### config.mk
export PLATFORM = sky130hd
export DESIGN_NAME = mul_div_unit_flat
export DESIGN_NICKNAME = d
export VERILOG_FILES = /design/src/rtl/mul_div_if.sv /design/src/rtl/mul_div_unit.sv /design/src/flat_wrapper.sv
export SDC_FILE = /design/constraint.sdc
export NUM_CORES = 1
export LEC_CHECK = 0
export CELL_PAD_IN_SITES_DETAIL_PLACEMENT = 1
export CELL_PAD_IN_SITES_GLOBAL_PLACEMENT = 1
export CORE_MARGIN = 10
export CORE_UTILIZATION = 45
export CTS_BUF_LIST = sky130_fd_sc_hd__clkbuf_4 sky130_fd_sc_hd__clkbuf_8 sky130_fd_sc_hd__clkbuf_16
export DETAILED_ROUTE_END_ITERATION = 7
export GPL_TIMING_DRIVEN = 0
export PLACE_DENSITY = 0.91
export SLEW_MARGIN = 0
export SYNTH_ARGS = -nofsm -noshare
export SYNTH_HDL_FRONTEND = slang
export SYNTH_SLANG_ARGS = --single-unit
### constraint.sdc
create_clock -name clk -period 5.7 [get_ports clk]
set_clock_uncertainty 0.05 [all_clocks]
set_input_delay 0.57 -clock clk [delete_from_list [all_inputs] [get_ports clk]]
set_output_delay 0.57 -clock clk [all_outputs]
set_load 0.05 [all_outputs]
### src/rtl/mul_div_if.sv
// Handshake and operand bus between the EX stage and the iterative multiply/divide unit.
// The pipeline side uses the master modport; the unit uses the slave modport.
interface mul_div_if #(
   parameter int DATA_WIDTH = 32
);
   logic                  flush;
   logic                  in_valid;
   logic                  in_ready;
   logic [2:0]            funct3;
   logic [DATA_WIDTH-1:0] bus_a;
   logic [DATA_WIDTH-1:0] bus_b;
   logic                  out_valid;
   logic                  out_ready;
   logic [DATA_WIDTH-1:0] result;
   logic                  div_by_zero;
   logic                  overflow;
   logic                  busy;

   modport master (
      output flush, in_valid, funct3, bus_a, bus_b, out_ready,
      input  in_ready, out_valid, result, div_by_zero, overflow, busy
   );

   modport slave (
      input  flush, in_valid, funct3, bus_a, bus_b, out_ready,
      output in_ready, out_valid, result, div_by_zero, overflow, busy
   );
endinterface

### src/rtl/mul_div_unit.sv
// Iterative RV32M multiply/divide: one product or quotient bit per cycle on magnitudes,
// with the sign applied on the last step. Divide-by-zero and MIN/-1 finish immediately.
//
//   state  | meaning
//   S_IDLE | waiting for an op, in_ready high
//   S_CALC | W shift-add / shift-subtract steps, cnt_q counts 0..W-1
//   S_DONE | result and flags held until out_ready
module mul_div_unit #(
   parameter int DATA_WIDTH = 32
) (
   input  logic         clk,
   input  logic         rstN,
   mul_div_if.slave     bus
);
   localparam int W  = DATA_WIDTH;
   localparam int CW = $clog2(W);

   typedef enum logic [1:0] {S_IDLE, S_CALC, S_DONE} state_t;

   state_t          state_q, state_d;
   logic [CW-1:0]   cnt_q, cnt_d;
   logic [2:0]      op_q, op_d;
   logic            neg_res_q, neg_res_d;
   logic            neg_rem_q, neg_rem_d;
   logic [W-1:0]    opr_q, opr_d;
   logic [2*W-1:0]  acc_q, acc_d;
   logic [W-1:0]    result_q, result_d;
   logic            dbz_q, dbz_d;
   logic            ovf_q, ovf_d;

   logic            is_div, a_sgn, b_sgn, neg_a, neg_b;
   logic [W-1:0]    mag_a, mag_b;
   logic            b_zero, sgn_ovf;
   logic [W:0]      mul_sum, trial;
   logic [W-1:0]    diff;
   logic            ge;
   logic [2*W-1:0]  mul_next, div_next, step, prod_fix;
   logic [W-1:0]    q_fix, r_fix, res_sel;

   // Operand decode for the op presented at the input
   assign is_div  = bus.funct3[2];
   assign a_sgn   = is_div ? ~bus.funct3[0] : (bus.funct3[1:0] != 2'b11);
   assign b_sgn   = is_div ? ~bus.funct3[0] : ~bus.funct3[1];
   assign neg_a   = a_sgn & bus.bus_a[W-1];
   assign neg_b   = b_sgn & bus.bus_b[W-1];
   assign mag_a   = neg_a ? -bus.bus_a : bus.bus_a;
   assign mag_b   = neg_b ? -bus.bus_b : bus.bus_b;
   assign b_zero  = is_div & (bus.bus_b == '0);
   assign sgn_ovf = is_div & ~bus.funct3[0] & (bus.bus_a == {1'b1, {(W-1){1'b0}}}) & (&bus.bus_b);

   // Multiply: acc = {partial high, multiplier low}, add then shift right
   assign mul_sum  = {1'b0, acc_q[2*W-1:W]} + (acc_q[0] ? {1'b0, opr_q} : '0);
   assign mul_next = {mul_sum, acc_q[W-1:1]};

   // Divide: acc = {partial remainder, dividend shifting into quotient}
   assign trial    = {acc_q[2*W-1:W], acc_q[W-1]};
   assign ge       = trial >= {1'b0, opr_q};
   assign diff     = trial[W-1:0] - opr_q;
   assign div_next = {(ge ? diff : trial[W-1:0]), acc_q[W-2:0], ge};

   assign step     = op_q[2] ? div_next : mul_next;
   assign prod_fix = neg_res_q ? -step : step;
   assign q_fix    = neg_res_q ? -step[W-1:0] : step[W-1:0];
   assign r_fix    = neg_rem_q ? -step[2*W-1:W] : step[2*W-1:W];

   always_comb begin
      res_sel = prod_fix[2*W-1:W];
      case (op_q)
         3'b000:         res_sel = prod_fix[W-1:0];
         3'b100, 3'b101: res_sel = q_fix;
         3'b110, 3'b111: res_sel = r_fix;
         default:        res_sel = prod_fix[2*W-1:W];
      endcase
   end

   always_comb begin
      state_d   = state_q;
      cnt_d     = cnt_q;
      op_d      = op_q;
      neg_res_d = neg_res_q;
      neg_rem_d = neg_rem_q;
      opr_d     = opr_q;
      acc_d     = acc_q;
      result_d  = result_q;
      dbz_d     = dbz_q;
      ovf_d     = ovf_q;

      case (state_q)
         S_IDLE: begin
            if (bus.in_valid) begin
               op_d      = bus.funct3;
               neg_res_d = neg_a ^ neg_b;
               neg_rem_d = neg_a;
               opr_d     = is_div ? mag_b : mag_a;
               acc_d     = {{W{1'b0}}, (is_div ? mag_a : mag_b)};
               cnt_d     = '0;
               dbz_d     = 1'b0;
               ovf_d     = 1'b0;
               if (b_zero) begin
                  result_d = bus.funct3[1] ? bus.bus_a : '1;
                  dbz_d    = 1'b1;
                  state_d  = S_DONE;
               end else if (sgn_ovf) begin
                  result_d = bus.funct3[1] ? '0 : {1'b1, {(W-1){1'b0}}};
                  ovf_d    = 1'b1;
                  state_d  = S_DONE;
               end else begin
                  state_d  = S_CALC;
               end
            end
         end
         S_CALC: begin
            acc_d = step;
            cnt_d = cnt_q + 1'b1;
            if (cnt_q == CW'(W-1)) begin
               result_d = res_sel;
               cnt_d    = '0;
               state_d  = S_DONE;
            end
         end
         S_DONE: begin
            if (bus.out_ready) state_d = S_IDLE;
         end
         default: state_d = S_IDLE;
      endcase

      // Pipeline flush wins over accept and out_ready
      if (bus.flush) begin
         state_d  = S_IDLE;
         cnt_d    = '0;
         result_d = '0;
         dbz_d    = 1'b0;
         ovf_d    = 1'b0;
      end
   end

   always_ff @(posedge clk or negedge rstN) begin
      if (!rstN) begin
         state_q   <= S_IDLE;
         cnt_q     <= '0;
         op_q      <= '0;
         neg_res_q <= 1'b0;
         neg_rem_q <= 1'b0;
         opr_q     <= '0;
         acc_q     <= '0;
         result_q  <= '0;
         dbz_q     <= 1'b0;
         ovf_q     <= 1'b0;
      end else begin
         state_q   <= state_d;
         cnt_q     <= cnt_d;
         op_q      <= op_d;
         neg_res_q <= neg_res_d;
         neg_rem_q <= neg_rem_d;
         opr_q     <= opr_d;
         acc_q     <= acc_d;
         result_q  <= result_d;
         dbz_q     <= dbz_d;
         ovf_q     <= ovf_d;
      end
   end

   assign bus.in_ready    = (state_q == S_IDLE);
   assign bus.out_valid   = (state_q == S_DONE);
   assign bus.busy        = (state_q != S_IDLE);
   assign bus.result      = result_q;
   assign bus.div_by_zero = dbz_q;
   assign bus.overflow    = ovf_q;
endmodule

### src/flat_wrapper.sv
// flat-port wrapper written by rule: the top's interface ports become plain ports
module mul_div_unit_flat 
#(
   parameter int DATA_WIDTH = 32
)
  (clk, rstN, bus_flush, bus_in_valid, bus_funct3, bus_bus_a, bus_bus_b, bus_out_ready, bus_in_ready, bus_out_valid, bus_result, bus_div_by_zero, bus_overflow, bus_busy);
  mul_div_if #(.DATA_WIDTH(DATA_WIDTH)) bus_i ();
  input  logic clk;
  input  logic rstN;
  input wire logic [$bits(bus_i.flush)-1:0] bus_flush;
  input wire logic [$bits(bus_i.in_valid)-1:0] bus_in_valid;
  input wire logic [$bits(bus_i.funct3)-1:0] bus_funct3;
  input wire logic [$bits(bus_i.bus_a)-1:0] bus_bus_a;
  input wire logic [$bits(bus_i.bus_b)-1:0] bus_bus_b;
  input wire logic [$bits(bus_i.out_ready)-1:0] bus_out_ready;
  output wire logic [$bits(bus_i.in_ready)-1:0] bus_in_ready;
  output wire logic [$bits(bus_i.out_valid)-1:0] bus_out_valid;
  output wire logic [$bits(bus_i.result)-1:0] bus_result;
  output wire logic [$bits(bus_i.div_by_zero)-1:0] bus_div_by_zero;
  output wire logic [$bits(bus_i.overflow)-1:0] bus_overflow;
  output wire logic [$bits(bus_i.busy)-1:0] bus_busy;
  assign bus_i.flush = bus_flush;
  assign bus_i.in_valid = bus_in_valid;
  assign bus_i.funct3 = bus_funct3;
  assign bus_i.bus_a = bus_bus_a;
  assign bus_i.bus_b = bus_bus_b;
  assign bus_i.out_ready = bus_out_ready;
  assign bus_in_ready = bus_i.in_ready;
  assign bus_out_valid = bus_i.out_valid;
  assign bus_result = bus_i.result;
  assign bus_div_by_zero = bus_i.div_by_zero;
  assign bus_overflow = bus_i.overflow;
  assign bus_busy = bus_i.busy;
  mul_div_unit #(.DATA_WIDTH(DATA_WIDTH)) u_core (.clk(clk), .rstN(rstN), .bus(bus_i));
endmodule
==> run_results.csv <==
group,metric,value,unit
run_status,status,"finished, violations left",
run_status,violations,"negative setup slack",
floorplan,ios,109,
drt,route.detailed.drc,0,
synth,synth_area_per_cell,7.36,µm²
placed_design,hpwl,68000,µm
drt,vias,19276,
min_path,hold_path.class,"input port to async pin",
synth,synth_fp_nets,2291,
synth,synthDistinctLibCells,100,
timing,clock.fmax,172,MHz
timing,finalHoldViolations,0,
clock_network,clk_pin_slew,70,ps
floorplan,core-area,34600,µm²
drt,routedWlPerCell,31.0,µm
floorplan,die_area,43000,µm²
synth,synth.area.top_cells,"dfrtp_1, o21ai_0, nand2_1",
timing,timing.final.crit_share,1.02,
floorplan,start_util,0.456,
power_and_ir_drop,p_per_area,670,nW/µm²
synth,synth_area,15800,µm²
global_route,grt_pass1_wl,124000,µm
floorplan,die_x,207,µm
flow_run,drv_cap,0,
synth,syn_inst,2146,
clock_network,clock-sinks,142,
power_and_ir_drop,power.leakage,0.00746,µW
global_route,gr-total-overflow,0,
layout,utilization,0.535,
clock_network,cts_htree_levels,4,
layout,area_growth,17.2,%
drt,wl,85600,µm
clock_network,clockBufferDepth,2,
timing,worst_slack,-122,ps
synth,yosys_warnings,0,
floorplan,rows,68,
placed_design,place_ws,-1150,ps
drt,dr.pass1.iters,5,
timing,period_needed,5820,ps
global_route,grt_pass1_vias,19612,
worst_setup_path,arrival,6120,ps
worst_setup_path,end_kind,"register",
power_and_ir_drop,ir_drop,0.289,mV
drt,viasPerCell,6.98,
worst_setup_path,cp-start-kind,"register",
synth,seq_area_frac_synth,0.225,
synth,async_flop_share,1.00,
worst_setup_path,path_class,"register to register",
clock_network,cts_hold_buf,0,
timing,setup_violations,6,
clock_network,cts_made_buffers,17,
timing,slew_violations,0,
worst_setup_path,crit_required,6000,ps
synth,ys_seq_elements,142,
floorplan,die_h,207,µm
layout,fin_nets,2437,
placed_design,port_buffers,106,
global_route,grt_max_degree,81,
drt,drt-initial-drc-count,1996,
synth,yosysTopAreaCellShare,0.225,
clock_network,cts_tree,"yes",
synth,synthFlopType,"dfrtp_1",
timing,tightest_slew,1320,ps
clock_network,insertion_delay,470,ps
placed_design,finalWeightedCongestion,1.04,
timing,slew_headroom,0.110,
layout,fillers,4395,
synth,synth_top_area_cell,"dfrtp_1",
layout,n_antenna_cell,0,
global_route,antenna_found_initial,6,
worst_setup_path,crit_fanout,10,
clock_network,cts_root_buf,"clkbuf_16",
global_route,grt_use_total,0.375,
synth,synth_edf_count,0,
drt,ant_nets,0,
layout,drive_gt1_frac,0.0881,
## layout by cell type (no fill, tap or decap), types with 66 or more instances in the layout
cell,Yosys,final
nand2_1,287,286
o21ai_0,226,223
a21oi_1,175,170
nor2_1,145,142
dfrtp_1,142,132
clkdlybuf4s50_1,0,105
xnor2_1,93,93
nand3_1,82,82
clkbuf_1,92,81
inv_1,70,66
## flip-flops by register name, indices dropped and copies added, names as in the netlist
signal and flops:
u_core.acc_q 64, u_core.bus.div_by_zero 1, u_core.bus.overflow 1, u_core.bus.result 32, u_core.cnt_q 5, u_core.neg_rem_q 1
u_core.neg_res_q 1, u_core.op_q 3, u_core.opr_q 32, u_core.state_q 2
## power breakdown
group,switching [µW],internal (µW)
sequential,484,1360
combinational,6350,3030
clock,549,629
## routing by layer
| layer | up-vias | GRT usage | routed length (µm) |
|---|---|---|---|
| met4 | 6 | 0.266 | 7090 |
| met3 | 413 | 0.0954 | 7810 |
| li1 | 8225 | - | - |
| met1 | 9507 | 0.423 | 32100 |
| met5 | - | 0 | 38 |
| met2 | 1125 | 0.607 | 38500 |
## worst max-delay path: stages, from the launching register on
cell and delay [ps]:
dfrtp_1 340, buf_2 300, buf_2 360, buf_2 410, buf_4 280, buf_4 270, buf_4 230, buf_2 320
buf_2 410, buf_2 500, buf_2 480, clkbuf_4 450, mux2i_1 470, xnor2_1 180, o21ai_0 100, o221ai_1 430
nand2_1 100
## what timing repair did
| action | in CTS | in global routing |
|---|---|---|
| setup endpoints to repair | 27 | 23 |
| pin swaps | 9 | 15 |
| gates cloned | 0 | 0 |
| buffers inserted | 9 | 16 |
| resized for setup | 31 | 60 |
## synthesized netlist by cell type (all sizes together), types with 6 or more instances
master   instances
a211o            7
a211oi          21
a21o            29
a21oi          176
a221o            6
a221oi           8
a31oi           18
and2            38
and3            12
and4             7
buf             38
clkbuf          93
dfrtp          142
ha              71
inv             70
mux2i           51
nand2          288
nand2b          18
nand3           83
nand4           31
nor2           147
nor2b           11
nor3            50
nor4            21
o2111ai          8
o211ai          42
o21a            13
o21ai          240
o21bai           8
o221ai          49
o22ai            8
o311ai           6
o31ai           36
o41ai           13
or2             14
or3             29
or4             15
xnor2           93
xor2            65
## path summary, 6_finish.rpt
| check | start | end | slack, ps | depth (start not counted) |
|---|---|---|---|---|
| setup reg to reg | u_core.op_q[2] | u_core.bus.result[7] | -120 | 16 |
| min in group clk | u_core.bus.result[11] | u_core.bus.result[11] | 430 | 2 |
| hold / removal | rstN | u_core.opr_q[27] | 30 | 1 |
| setup / recovery | u_core.op_q[2] | u_core.bus.result[7] | -120 | 16 |
| max in group asynchronous | rstN | u_core.opr_q[3] | 4640 | 2 |
| hold reg to reg | u_core.bus.result[11] | u_core.bus.result[11] | 430 | 2 |
## metrics by stage
step	area, µm²	cells	setup TNS (ps)	hold slack, ps	power (µW)
after floorplan	15800	2146	0	224	7290
after global placement	17400	2707	-251630	406	9950
after detailed placement	17500	2708	-11320	416	10200
after CTS	18200	2746	-18.5	65.5	11600
after global routing	18500	2760	-259	69.8	12900
final	18500	2760	-268	27.4	12400
## kinds of logic (layout without fill, tap and decap cells)
| group | count (synthesis) | in the layout | synth area share |
|---|---|---|---|
| and+or+nand+nor | 780 | 780 | 0.238 |
| adders and majority gates | 73 | 73 | 0.0587 |
| xor gates and xnor gates | 158 | 158 | 0.0876 |
| buffers and inverters | 201 | 360 | 0.0518 |
| DFF | 142 | 142 | 0.225 |
| muxes | 55 | 55 | 0.0352 |
| AOI/OAI and AO/OA | 737 | 737 | 0.304 |
## layout make-up
cell class | instances | area [µm²] | share of cell area
multi-input cells | 1803 | 11700 | 0.631
flip-flops and latches | 142 | 3570 | 0.193
repair buffers | 132 | 1280 | 0.0690
well taps | 455 | 569 | 0.0307
plain buffers | 126 | 559 | 0.0302
clock buffers | 18 | 439 | 0.0237
inverters | 70 | 263 | 0.0142
clock inverters | 14 | 150 | 0.00811
No activity file was read; power rests on OpenSTA's default activity.
